**config.mk**
```make
export PLATFORM = sky130hd
export DESIGN_NAME = wide_add_sequencer_flat
export DESIGN_NICKNAME = d
export VERILOG_FILES = /design/src/rtl/wide_add_sequencer_if.sv /design/src/rtl/wide_add_sequencer.sv /design/src/flat_wrapper.sv
export SDC_FILE = /design/constraint.sdc
export NUM_CORES = 1
export LEC_CHECK = 0
export ABC_AREA = 1
export CORE_UTILIZATION = 51
export DETAILED_ROUTE_END_ITERATION = 8
export GPL_TIMING_DRIVEN = 1
export PLACE_DENSITY_LB_ADDON = 0.15
export SLEW_MARGIN = 40
export SYNTH_ARGS = -nofsm -noshare
export SYNTH_HDL_FRONTEND = slang
export SYNTH_SLANG_ARGS = --single-unit
```
**constraint.sdc**
```tcl
create_clock -name Clk -period 6.1 [get_ports Clk]
set_input_delay 1.83 -clock Clk [delete_from_list [all_inputs] [get_ports Clk]]
set_output_delay 1.83 -clock Clk [all_outputs]
set_load 0.02 [all_outputs]
```
**src/rtl/wide_add_sequencer_if.sv**
```systemverilog
// Request/result bus for wide_add_sequencer: requester-side valid/ready with
// operands, and consumer-side valid/ready with the W-bit result and flags.
interface wide_add_sequencer_if #(
   parameter int WORDS = 4
);
   localparam int W = 16 * WORDS;

   logic         in_valid;
   logic         in_ready;
   logic         in_sub;
   logic [W-1:0] in_a;
   logic [W-1:0] in_b;
   logic         out_valid;
   logic         out_ready;
   logic [W-1:0] out_sum;
   logic         out_cout;
   logic         out_ovf;
   logic         busy;

   modport master (
      output in_valid, in_sub, in_a, in_b, out_ready,
      input  in_ready, out_valid, out_sum, out_cout, out_ovf, busy
   );

   modport slave (
      input  in_valid, in_sub, in_a, in_b, out_ready,
      output in_ready, out_valid, out_sum, out_cout, out_ovf, busy
   );
endinterface

```
**src/rtl/wide_add_sequencer.sv**
```systemverilog
// Wide adder/subtractor that walks one 16-bit carry-select slice across WORDS
// operand words, LSW first, chaining the carry through a register.
module wide_add_sequencer #(
   parameter int WORDS = 4
) (
   input  logic                 Clk,
   input  logic                 Reset_n,
   wide_add_sequencer_if.slave  bus
);
   localparam int W     = 16 * WORDS;
   localparam int IDX_W = $clog2(WORDS);

   typedef enum logic [1:0] {IDLE, RUN, DONE} state_t;

   state_t             state;
   state_t             nextState;
   logic [W-1:0]       aReg;
   logic [W-1:0]       bReg;
   logic [W-1:0]       sumReg;
   logic               carryReg;
   logic               coutReg;
   logic               ovfReg;
   logic [IDX_W-1:0]   wordIdx;
   logic               lastWord;
   logic               accept;

   logic [15:0]        sliceA;
   logic [15:0]        sliceB;
   logic [15:0]        sliceS;
   logic               sliceCout;
   logic [8:0]         loSum;
   logic [8:0]         hiSum0;
   logic [8:0]         hiSum1;

   assign lastWord = (wordIdx == IDX_W'(WORDS - 1));
   assign accept   = (state == IDLE) && bus.in_valid;
   assign sliceA   = aReg[{wordIdx, 4'b0000} +: 16];
   assign sliceB   = bReg[{wordIdx, 4'b0000} +: 16];

   // The only arithmetic in the block: a 16-bit carry-select slice whose upper
   // byte is precomputed for both possible carries out of the lower byte.
   always_comb begin
      loSum     = {1'b0, sliceA[7:0]} + {1'b0, sliceB[7:0]} + {8'd0, carryReg};
      hiSum0    = {1'b0, sliceA[15:8]} + {1'b0, sliceB[15:8]};
      hiSum1    = {1'b0, sliceA[15:8]} + {1'b0, sliceB[15:8]} + 9'd1;
      sliceS    = {(loSum[8] ? hiSum1[7:0] : hiSum0[7:0]), loSum[7:0]};
      sliceCout = loSum[8] ? hiSum1[8] : hiSum0[8];
   end

   // NOTE: sequential state uses <= so every register samples pre-edge values;
   // blocking = here would let later statements see already-updated state.
   always_ff @(posedge Clk) begin
      if (!Reset_n) state <= IDLE;
      else          state <= nextState;
   end

   // NOTE: every output of this block gets a default first, so no path leaves
   // a signal unassigned and no latch is inferred.
   always_comb begin
      nextState     = state;
      bus.in_ready  = 1'b0;
      bus.out_valid = 1'b0;
      bus.busy      = 1'b0;
      unique case (state)
         IDLE: begin
            bus.in_ready = 1'b1;
            if (bus.in_valid) nextState = RUN;
         end
         RUN: begin
            bus.busy = 1'b1;
            if (lastWord) nextState = DONE;
         end
         DONE: begin
            bus.out_valid = 1'b1;
            bus.busy      = 1'b1;
            if (bus.out_ready) nextState = IDLE;
         end
         default: nextState = IDLE;
      endcase
   end

   // NOTE: operand registers carry no reset; they are always loaded on
   // acceptance before being read, so resetting them would only add logic.
   always_ff @(posedge Clk) begin
      if (accept) begin
         aReg <= bus.in_a;
         bReg <= bus.in_b ^ {W{bus.in_sub}};
      end
   end

   always_ff @(posedge Clk) begin
      if (!Reset_n) begin
         wordIdx  <= '0;
         carryReg <= 1'b0;
         sumReg   <= '0;
         coutReg  <= 1'b0;
         ovfReg   <= 1'b0;
      end else if (accept) begin
         // Subtract enters as A + ~B with the +1 supplied as the first carry.
         wordIdx  <= '0;
         carryReg <= bus.in_sub;
         sumReg   <= '0;
         coutReg  <= 1'b0;
         ovfReg   <= 1'b0;
      end else if (state == RUN) begin
         sumReg[{wordIdx, 4'b0000} +: 16] <= sliceS;
         carryReg <= sliceCout;
         if (lastWord) begin
            coutReg <= sliceCout;
            ovfReg  <= (aReg[W-1] == bReg[W-1]) & (sliceS[15] != aReg[W-1]);
         end else begin
            wordIdx <= wordIdx + IDX_W'(1);
         end
      end
   end

   assign bus.out_sum  = sumReg;
   assign bus.out_cout = coutReg;
   assign bus.out_ovf  = ovfReg;
endmodule

```
**src/flat_wrapper.sv**
```systemverilog
// flat-port wrapper written by rule: the top's interface ports become plain ports
module wide_add_sequencer_flat 
#(
   parameter int WORDS = 4
)
  (Clk, Reset_n, bus_in_valid, bus_in_sub, bus_in_a, bus_in_b, bus_out_ready, bus_in_ready, bus_out_valid, bus_out_sum, bus_out_cout, bus_out_ovf, bus_busy);
  wide_add_sequencer_if #(.WORDS(WORDS)) bus_i ();
  input  logic Clk;
  input  logic Reset_n;
  input wire logic [$bits(bus_i.in_valid)-1:0] bus_in_valid;
  input wire logic [$bits(bus_i.in_sub)-1:0] bus_in_sub;
  input wire logic [$bits(bus_i.in_a)-1:0] bus_in_a;
  input wire logic [$bits(bus_i.in_b)-1:0] bus_in_b;
  input wire logic [$bits(bus_i.out_ready)-1:0] bus_out_ready;
  output wire logic [$bits(bus_i.in_ready)-1:0] bus_in_ready;
  output wire logic [$bits(bus_i.out_valid)-1:0] bus_out_valid;
  output wire logic [$bits(bus_i.out_sum)-1:0] bus_out_sum;
  output wire logic [$bits(bus_i.out_cout)-1:0] bus_out_cout;
  output wire logic [$bits(bus_i.out_ovf)-1:0] bus_out_ovf;
  output wire logic [$bits(bus_i.busy)-1:0] bus_busy;
  assign bus_i.in_valid = bus_in_valid;
  assign bus_i.in_sub = bus_in_sub;
  assign bus_i.in_a = bus_in_a;
  assign bus_i.in_b = bus_in_b;
  assign bus_i.out_ready = bus_out_ready;
  assign bus_in_ready = bus_i.in_ready;
  assign bus_out_valid = bus_i.out_valid;
  assign bus_out_sum = bus_i.out_sum;
  assign bus_out_cout = bus_i.out_cout;
  assign bus_out_ovf = bus_i.out_ovf;
  assign bus_busy = bus_i.busy;
  wide_add_sequencer #(.WORDS(WORDS)) u_core (.Clk(Clk), .Reset_n(Reset_n), .bus(bus_i));
endmodule
```
== Word-level counts from Yosys, hierarchy flattened ==
Index checks and enable logic that the tools add are counted.
Storage, ports and cells
  register bits: 199
  latch bits: 0
  RAM bits: 0
  bits in read-only memories: 0
  input bits: 133
  word-level logic and storage cells: 50
  memories kept: 0
Cells by class
  $add $sub $neg: 6
  $mul: 0
  divide/modulo/power cells: 0
  order comparisons: 0
  equal/unequal tests: 8
  shifts and indexed selects: 4
  muxes and demuxes: 12
  bitwise gates (word level): 4
  reductions and logical operators: 8
Operators by type and width (number)
  indexed part select 64 x 7 -> 16 bit: 2
  bitwise mux 64 bit: 1
  variable shift 16 x 8 -> 64 bit (first input constant): 1
  indexed part select 16 x 8 -> 64 bit: 1
  bitwise XOR 64 bit: 1
  adder 8 x 8 -> 9 bit: 2
  adder 9 x 1 -> 9 bit: 1
  adder 9 x 1 -> 9 bit (second input constant): 1
  2-to-1 mux 8 bit: 1
  negator 6 -> 8 bit: 1
  2-to-1 mux 1 bit: 6
  2-to-1 mux 2 bit: 3
  one-hot mux 2 bit (3 select lines): 1
  == test 2 bit (second input constant): 2
  inequality test 2 bit (second input constant): 2
  AND reduction 2 bit: 2
  OR reduction 2 bit: 2
  AND reduction 3 bit: 1
  adder 2 x 1 -> 2 bit (second input constant): 1
  == test 2 x 1 -> 1 bit (second input constant): 1
  zero test 2 bit: 1
  inequality test 2 x 1 -> 1 bit (second input constant): 1
  inverter 1 bit: 2
  nonzero test 2 bit: 1
  4 further kinds: 4

== Depth between registers and ports, before layout ==
Gate-level depths: netlist (run 1).
  word-level depth: 6
  depth in mapped cells: 23
  mapped depth without buffers: 20

== Worst setup path before layout (run 1) ==
Ideal clock, no wire load.
  path kind: input port to flip-flop
  from: input port bus_in_valid
  to: register u_core.aReg[0] (enable)
  library setup time: 0.482 ns
  arrival time: 4.410 ns
  data required time: 5.618 ns
  setup slack: 1.208 ns
  cell stages on the path: 2
  path buffers: 0
  cell sequence: nand2_1 > inv_1
On the way
  longest elaborated chain between the ends: 1
Ends and longest elaborated chain
  start: declaration: RTL line flat_wrapper.sv:10  | input wire logic [$bits(bus_i.in_valid)-1:0] bus_in_valid;
  logical AND 1 bit: RTL line wide_add_sequencer.sv:36  | assign accept = (state == IDLE) && bus.in_valid;
  net u_core.accept: RTL line wide_add_sequencer.sv:25  | logic accept;
  end signal: assignment: RTL line wide_add_sequencer.sv:86  | aReg <= bus.in_a;
  end: declaration: RTL line wide_add_sequencer.sv:17  | logic [W-1:0] aReg;
The timed path passes the listed nets, and every way through them passes these cells.
A chain may end at the register's enable or synchronous reset.

== Final worst setup path (run 1) ==
  from: register u_core.wordIdx[1]
  to: register u_core.sumReg[59], in the netlist u_core.bus.out_sum[59]
On the way
  longest elaborated chain between the ends: 6
Ends and longest elaborated chain
  start: declaration: RTL line wide_add_sequencer.sv:23  | logic [IDX_W-1:0] wordIdx;
  start signal: assignment: RTL line wide_add_sequencer.sv:112  | wordIdx <= wordIdx + IDX_W'(1);
  indexed part select 64 x 7 -> 16 bit (on tied branches): RTL line wide_add_sequencer.sv:37, wide_add_sequencer.sv:38
  adder 8 x 8 -> 9 bit (on tied branches): RTL line wide_add_sequencer.sv:44, wide_add_sequencer.sv:45, wide_add_sequencer.sv:43
  adder 9 x 1 -> 9 bit (on tied branches): RTL line wide_add_sequencer.sv:45, wide_add_sequencer.sv:43
  2-to-1 mux 8 bit: RTL line wide_add_sequencer.sv:46  | sliceS = {(loSum[8] ? hiSum1[7:0] : hiSum0[7:0]), loSum[7:0]};
  indexed part select 16 x 8 -> 64 bit: RTL line wide_add_sequencer.sv:106  | sumReg[{wordIdx, 4'b0000} +: 16] <= sliceS;
  bitwise mux 64 bit *: RTL line wide_add_sequencer.sv:106
  end signal: indexed assignment: RTL line wide_add_sequencer.sv:106
  end: declaration: RTL line wide_add_sequencer.sv:19  | logic [W-1:0] sumReg;
Mark *: on every way between the ends. The rest lies on a longest branch, timed or not.

==> run_results.csv, run 1 <==
group,metric,value,unit
status,status,"finished clean",
critical_path,worstPathRequired,6.45,ns
timing,skew,0.00748,ns
timing,period_share,59.0,%
route,ant_nets,0,
synthesis,yosysWarnings,0,
floorplan,die_h,135,um
layout,final_common_cell,"clkdlybuf4s50_1",
global_routing,grt_overflow,0,
route,vias,7035,
floorplan,dieWidth,135,um
floorplan,rows,48,
pwr,switchingPower,2.24,mW
global_routing,antenna_found_initial,0,
pwr,p_leak,4.27,nW
synthesis,synth_nets,1068,
synthesis,postSynthCellCount,907,
clock_network,cts_tree,"yes",
layout,nets,1248,
critical_path,critPathMaxFanout,37,
synthesis,yosys_register_bits,199,
floorplan,coreArea,0.0173,mm2
timing,maxSlewViolCount,0,
route,routedWlPerCell,15.8,um
timing,tns,0,ns
timing,rsz0062_at_grt,"false",
floorplan,io_pins,202,
layout,drive_gt1_share,5.45,%
pwr,ir_drop,0.277,mV
global_routing,grt_max_degree,79,
clock_network,clk_latency,0.43,ns
critical_path,r2r_slack,2.50,ns
floorplan,die-area,0.0183,mm2
clock_network,post_cts_resized,0,
timing,fmax,278,MHz
critical_path,worstSetupPathType,"flip-flop to flip-flop",
run,max_cap_violations,0,
synthesis,yosysSeqAreaShare,58.2,%
timing,final_hold_viol_count,0,
synthesis,syn-cell-area,0.00905,mm2
critical_path,slowest_stage,"inv_2",
place,place_hpwl,14500,um
clock_network,cts_buffers,17,
synthesis,avgSynthCellArea,9.97,um2
timing,period_minus_slack,3.60,ns
pwr,combPwrFrac,47.3,%
synthesis,synth_edf_count,128,
synthesis,yosysUniqueCellTypes,37,
pwr,p_int,3.10,mW
critical_path,crit_path_start_kind,"flip-flop",
critical_path,critPathLaunch,"u_core.wordIdx[1]",
global_routing,grt_pass1_vias,6691,
timing,holdWs,0.466,ns
route,drt_first_pass_iters,5,
clock_network,htree_num_levels,4,
clock_network,cts_buffer_depth,2,
clock_network,clkTransAtPathRegs,0.07,ns
route,drt_iter0_drc,622,
global_routing,grtUsageTotal,23.9,%
pwr,power.share.clock,18.8,%
layout,diodes,0,
timing,worst_pin_slew,0.742,ns
place,port_buffers,201,
layout,final_cell_mix,"200 x clkdlybuf4s50_1, 179 x nand2_1, 128 x edfxtp_1",
hold_path,hold_depth,2,
timing,relSlewSlack,50.5,%
timing,finalSetupViolations,0,
route,vias_per_cell,5.31,
critical_path,slowest_delay,0.52,ns
place,place_congestion,0.877,
critical_path,crit_top_cell,"nand2_1",
hold_path,min_path_type,"flip-flop to flip-flop",
critical_path,cp.arrival,3.95,ns
clock_network,post-cts-setup-buffer-count,0,
pwr,p_seq_share,33.9,%
pwr,swShare,42.0,%
clock_network,cts.sinks,199,
critical_path,timing.rr.end,"u_core.bus.out_sum[59]",
critical_path,rr_startpoint,"u_core.wordIdx[1]",
critical_path,path_cells,"buf_4 > inv_2 > o21ai_0 > o22ai_1 > fa_1 > inv_1 > fa_1 > nand3b_1 > nand2_1 > nand2_1 > nand2_4 > nand2_4 > xnor2_1 > nand2_1 > nor2_1 > nand2_1 > a21oi_1",
clock_network,hold_buffers,0,
pwr,p_per_area,455,mW/mm2
clock_network,ctsRootBufferMaster,"clkbuf_16",
route,drc,0,
hold_path,worstHoldStart,"u_core.bus.out_sum[41]",
route,wl,21000,um
layout,syn2layout_area_growth,29.7,%
critical_path,endpoint_kind,"flip-flop",
floorplan,initial_utilization,52.3,%
hold_path,hold_path_end,"u_core.bus.out_sum[41]",
critical_path,rr_worst_depth,17,
synthesis,synthFlopType,"edfxtp_1",
synthesis,ys_async_sr_fraction,0,%
global_routing,grt_pass1_wl,33500,um
==> cell families (layout without fill, tap and decap cells) <==
kind of cell	count (synthesis)	count (layout)	synth area share, %
AND/OR/NAND/NOR	334	334	15.6
multiplexers	1	1	0.124
adder cells (fa/ha/maj)	28	28	4.12
buffers and inverters	92	285	4.01
flip-flops	199	199	58.2
XOR/XNOR	73	73	7.07
AO/OA/AOI/OAI	180	180	10.9
==> metrics by stage <==
step / area, um2 / total power, mW / setup slack, ns / instances / utilization [%]
global route: 11700 / 5.72 / 2.15 / 1325 / 67.9
finish: 11700 / 5.34 / 2.50 / 1325 / 67.9
floorplan: 9050 / 3.60 / 1.21 / 907 / -
global placement: 11200 / 4.29 / 2.16 / 1292 / 64.7
detailed placement: 11200 / 4.34 / 2.11 / 1292 / 64.8
CTS: 11700 / 5.33 / 2.49 / 1324 / 67.8
==> power by group through the flow <==
stage / clock, mW / combinational, mW / sequential, mW
2_1_floorplan: 0 / 1.72 / 1.88
3_3_place_gp: 0 / 2.46 / 1.83
3_5_place_dp: 0 / 2.50 / 1.84
4_1_cts: 1.01 / 2.51 / 1.81
5_1_grt: 1.07 / 2.82 / 1.83
6_report: 1.00 / 2.53 / 1.81
==> registers in the layout (all words and copies together), names as in the netlist <==
register and count:
u_core.bus.out_ovf 1, u_core.aReg 64, u_core.carryReg 1, u_core.bus.out_cout 1
u_core.bReg 64, u_core.state 2, u_core.bus.out_sum 64, u_core.wordIdx 2
==> cell usage after synthesis (2+ instances only) <==
cell / number / area [um2]
o21ai_0: 64 / 320
a21oi_1: 70 / 350
fa_1: 3 / 60.1
xnor2_1: 5 / 43.8
o22ai_1: 31 / 194
inv_1: 43 / 161
clkbuf_1: 30 / 113
dfxtp_1: 71 / 1420
nand2_4: 2 / 22.5
nand3_2: 2 / 20.0
nand2_1: 180 / 676
buf_1: 3 / 11.3
nor3_1: 4 / 20.0
edfxtp_1: 128 / 3840
or2_2: 2 / 12.5
nand4_1: 7 / 43.8
ha_1: 25 / 313
xor2_1: 68 / 596
nor2_4: 2 / 22.5
a31oi_1: 2 / 12.5
buf_2: 14 / 70.1
nor3_2: 2 / 20.0
a21oi_2: 3 / 26.3
a32oi_1: 3 / 26.3
a22oi_1: 4 / 30.0
nand3_1: 34 / 170
inv_2: 2 / 7.51
nor2_1: 94 / 353
==> worst max-delay path, delay by kind of cell, from the launching register on <==
family,cells,cell delay (ns)
buffers and inverters,3,0.83
AO/OA/AOI/OAI,3,0.54
flip-flops,1,0.30
XOR/XNOR,1,0.30
AND/OR/NAND/NOR,8,0.88
adder cells (fa/ha/maj),2,0.62
==> how the worst max path moves through the flow <==
stage | endpoint | slack, ns
after floorplan | u_core.aReg[0] | 1.21
after global placement | u_core.aReg[9] | 2.16
after detailed placement | u_core.aReg[59] | 2.11
after CTS | u_core.bus.out_sum[27] | 2.49
after global routing | u_core.bus.out_sum[60] | 2.15
final | u_core.bus.out_sum[59] | 2.50
==> layer usage <==
layer | part of all wire [%] | global-route usage [%] | up-vias | routed length, um
met3 | 5.6 | 4.04 | 29 | 1170
met4 | 1.9 | 8.49 | 0 | 392
met5 | 0 | 0 | - | 0
li1 | - | - | 3458 | -
met2 | 47 | 38.3 | 264 | 9880
met1 | 46 | 32.8 | 3284 | 9560
==> cell type report <==
class	count	area, um2
multi-input cells	616	3430
flip-flops and latches	199	5270
clock buffers	23	458
clock inverters	9	52.6
repair buffers	208	2070
inverters	45	176
fillers	1380	5560
well taps	225	282
No activity file was read; power rests on OpenSTA's default activity.
==> run 2, diff against run 1 <==
Clock period 6.1 ns to 3.51 ns, I/O delays scaled along.
==> run 2 against run 1 <==
Compared with the run above: clock skew increased by 0.0021 ns; worst setup slack lost 2.2 ns; register-to-register slack worse by 2.2 ns; wire length increased by 2.9%; highest routed layer unchanged.
==> run_results.csv, run 2 (synthesis results as in run 1) <==
group,metric,value,unit
status,status,"finished clean",
pwr,power.share.clock,18.7,%
place,port_buffers,201,
critical_path,worstPathRequired,3.89,ns
global_routing,grt_pass1_wl,33900,um
route,drt_first_pass_iters,5,
clock_network,cts_buffers,17,
global_routing,use_met3,5.31,%
route,drt_iter0_drc,498,
route,vias_per_cell,5.37,
layout,final_cell_mix,"200 x clkdlybuf4s50_1, 179 x nand2_1, 128 x edfxtp_1",
timing,tns,0,ns
route,vias,7180,
clock_network,clkTransAtPathRegs,0.06,ns
pwr,combPwrFrac,48.0,%
timing,skew,0.00959,ns
timing,maxSlewViolCount,0,
pwr,swShare,41.8,%
global_routing,met2_usage,40.1,%
place,place_hpwl,15200,um
layout,diodes,0,
clock_network,clk_latency,0.44,ns
timing,final_hold_viol_count,0,
timing,finalSetupViolations,0,
route,routedWlPerCell,16.2,um
floorplan,die_h,135,um
global_routing,antenna_found_initial,0,
floorplan,initial_utilization,52.3,%
critical_path,crit_path_start_kind,"flip-flop",
layout,nets,1261,
route,wl,21600,um
clock_network,cts_buffer_depth,2,
layout,final_util,68.8,%
layout,final_common_cell,"clkdlybuf4s50_1",
global_routing,grt-busiest-layer,"met2",
critical_path,cp.arrival,3.60,ns
critical_path,critPathMaxFanout,10,
pwr,p_per_area,795,mW/mm2
timing,rsz0062_at_grt,"true",
pwr,p_leak,4.33,nW
timing,period_share,91.8,%
run,max_cap_violations,0,
global_routing,grtUsageTotal,24.5,%
layout,drive_gt1_share,6.39,%
timing,relSlewSlack,55.1,%
pwr,p_seq_share,33.3,%
timing,setup_ws,0.288,ns
timing,period_minus_slack,3.22,ns
layout,syn2layout_area_growth,31.5,%
timing,fmax,310,MHz
pwr,p_total,9.45,mW
global_routing,grt_overflow,0,
pwr,switchingPower,3.95,mW
clock_network,cts_tree,"yes",
floorplan,coreArea,0.0173,mm2
clock_network,htree_num_levels,4,
timing,worst_pin_slew,0.673,ns
place,dpl_worst_slack,0.135,ns
floorplan,dieWidth,135,um
clock_network,ctsRootBufferMaster,"clkbuf_16",
hold_path,min_path_type,"flip-flop to flip-flop",
route,ant_nets,0,
place,place_congestion,0.863,
critical_path,worstSetupPathType,"flip-flop to flip-flop",
pwr,p_int,5.50,mW
floorplan,io_pins,202,
critical_path,endpoint_kind,"flip-flop",
clock_network,cts.sinks,199,
pwr,ir_drop,0.661,mV
route,drc,0,
global_routing,grt_max_degree,52,
floorplan,die-area,0.0183,mm2
global_routing,grt_pass1_vias,6739,
global_routing,grt_use_met1,32.4,%
floorplan,rows,48,
## run 2: cell types whose count changed in the layout (fill, tap and decap cells not counted), moves of 2 or more
cell        change
inv_6           -3
nor2_1          +2
clkinvlp_2      +2
buf_6           -2
clkinvlp_4      +5
buf_12          +4
nor2_2          -2
clkinv_2        -4
buf_4           +9
## run 2: cell type report
| type | count | area (um2) |
|---|---|---|
| clock buffer | 21 | 440 |
| clock inverter | 9 | 81.3 |
| fill | 1378 | 5400 |
| inverter | 45 | 176 |
| multi-input combinational | 616 | 3430 |
| sequential | 199 | 5270 |
| tap | 225 | 282 |
| timing repair buffer | 220 | 2210 |
| timing repair inverter | 1 | 5.00 |
## run 2: per-stage QoR
stage                     hold WS [ns]  instance area [um2]  std cells
after CTS                        0.465                11900       1334
after global routing             0.487                11900       1336
after global placement           0.453                11300       1304
after detailed placement         0.455                11300       1304
after floorplan                  0.463                 9050        907
final                            0.465                11900       1336
## run 2: critical path: stages (launching register included)
cell and delay, ns:
dfxtp_1 0.49, clkinvlp_2 0.50, o21ai_0 0.23, o22ai_1 0.11
ha_1 0.38, inv_1 0.10, o21ai_0 0.18, nand3_1 0.10
o211ai_1 0.12, xor2_1 0.50, nand2_1 0.13, nor2_1 0.15
nand2_1 0.07, a21oi_1 0.11
## run 2: final timing paths
path                                                to  cells past startpoint  slack, ns                    from
worst max-delay path            u_core.bus.out_sum[23]                     13       0.29       u_core.wordIdx[1]
worst min-delay path            u_core.bus.out_sum[55]                      2       0.46  u_core.bus.out_sum[55]
worst max register to register  u_core.bus.out_sum[23]                     13       0.29       u_core.wordIdx[1]
worst min register to register  u_core.bus.out_sum[55]                      2       0.46  u_core.bus.out_sum[55]
## run 2: power by group through the flow
stage,Combinational [mW],Clock (mW),Sequential (mW)
3_5_place_dp,4.43,0,3.19
3_3_place_gp,4.37,0,3.18
5_1_grt,5.05,1.88,3.18
6_report,4.54,1.77,3.15
2_1_floorplan,2.98,0,3.25
4_1_cts,4.46,1.80,3.14
## run 2: repair_timing
action	4_1_cts	5_1_grt
setup endpoints to repair	0	21
hold endpoints to repair	0	0
resized for setup	0	4
hold buffers	0	0
setup buffers	0	0
## run 2: layer usage
metal / routed length, um / share of wire, % / vias to the layer above
li1: - / - / 3481
met1: 9470 / 44 / 3384
met2: 10300 / 48 / 291
met3: 1530 / 7.1 / 24
met4: 296 / 1.4 / 0
met5: 0 / 0 / -
==> run 3, diff against run 2 <==
Settings changed: CTS_CLUSTER_SIZE from default to 24.
==> results of run 3 <==
The final DEF is identical to that of run 2; final timing and power are the same.
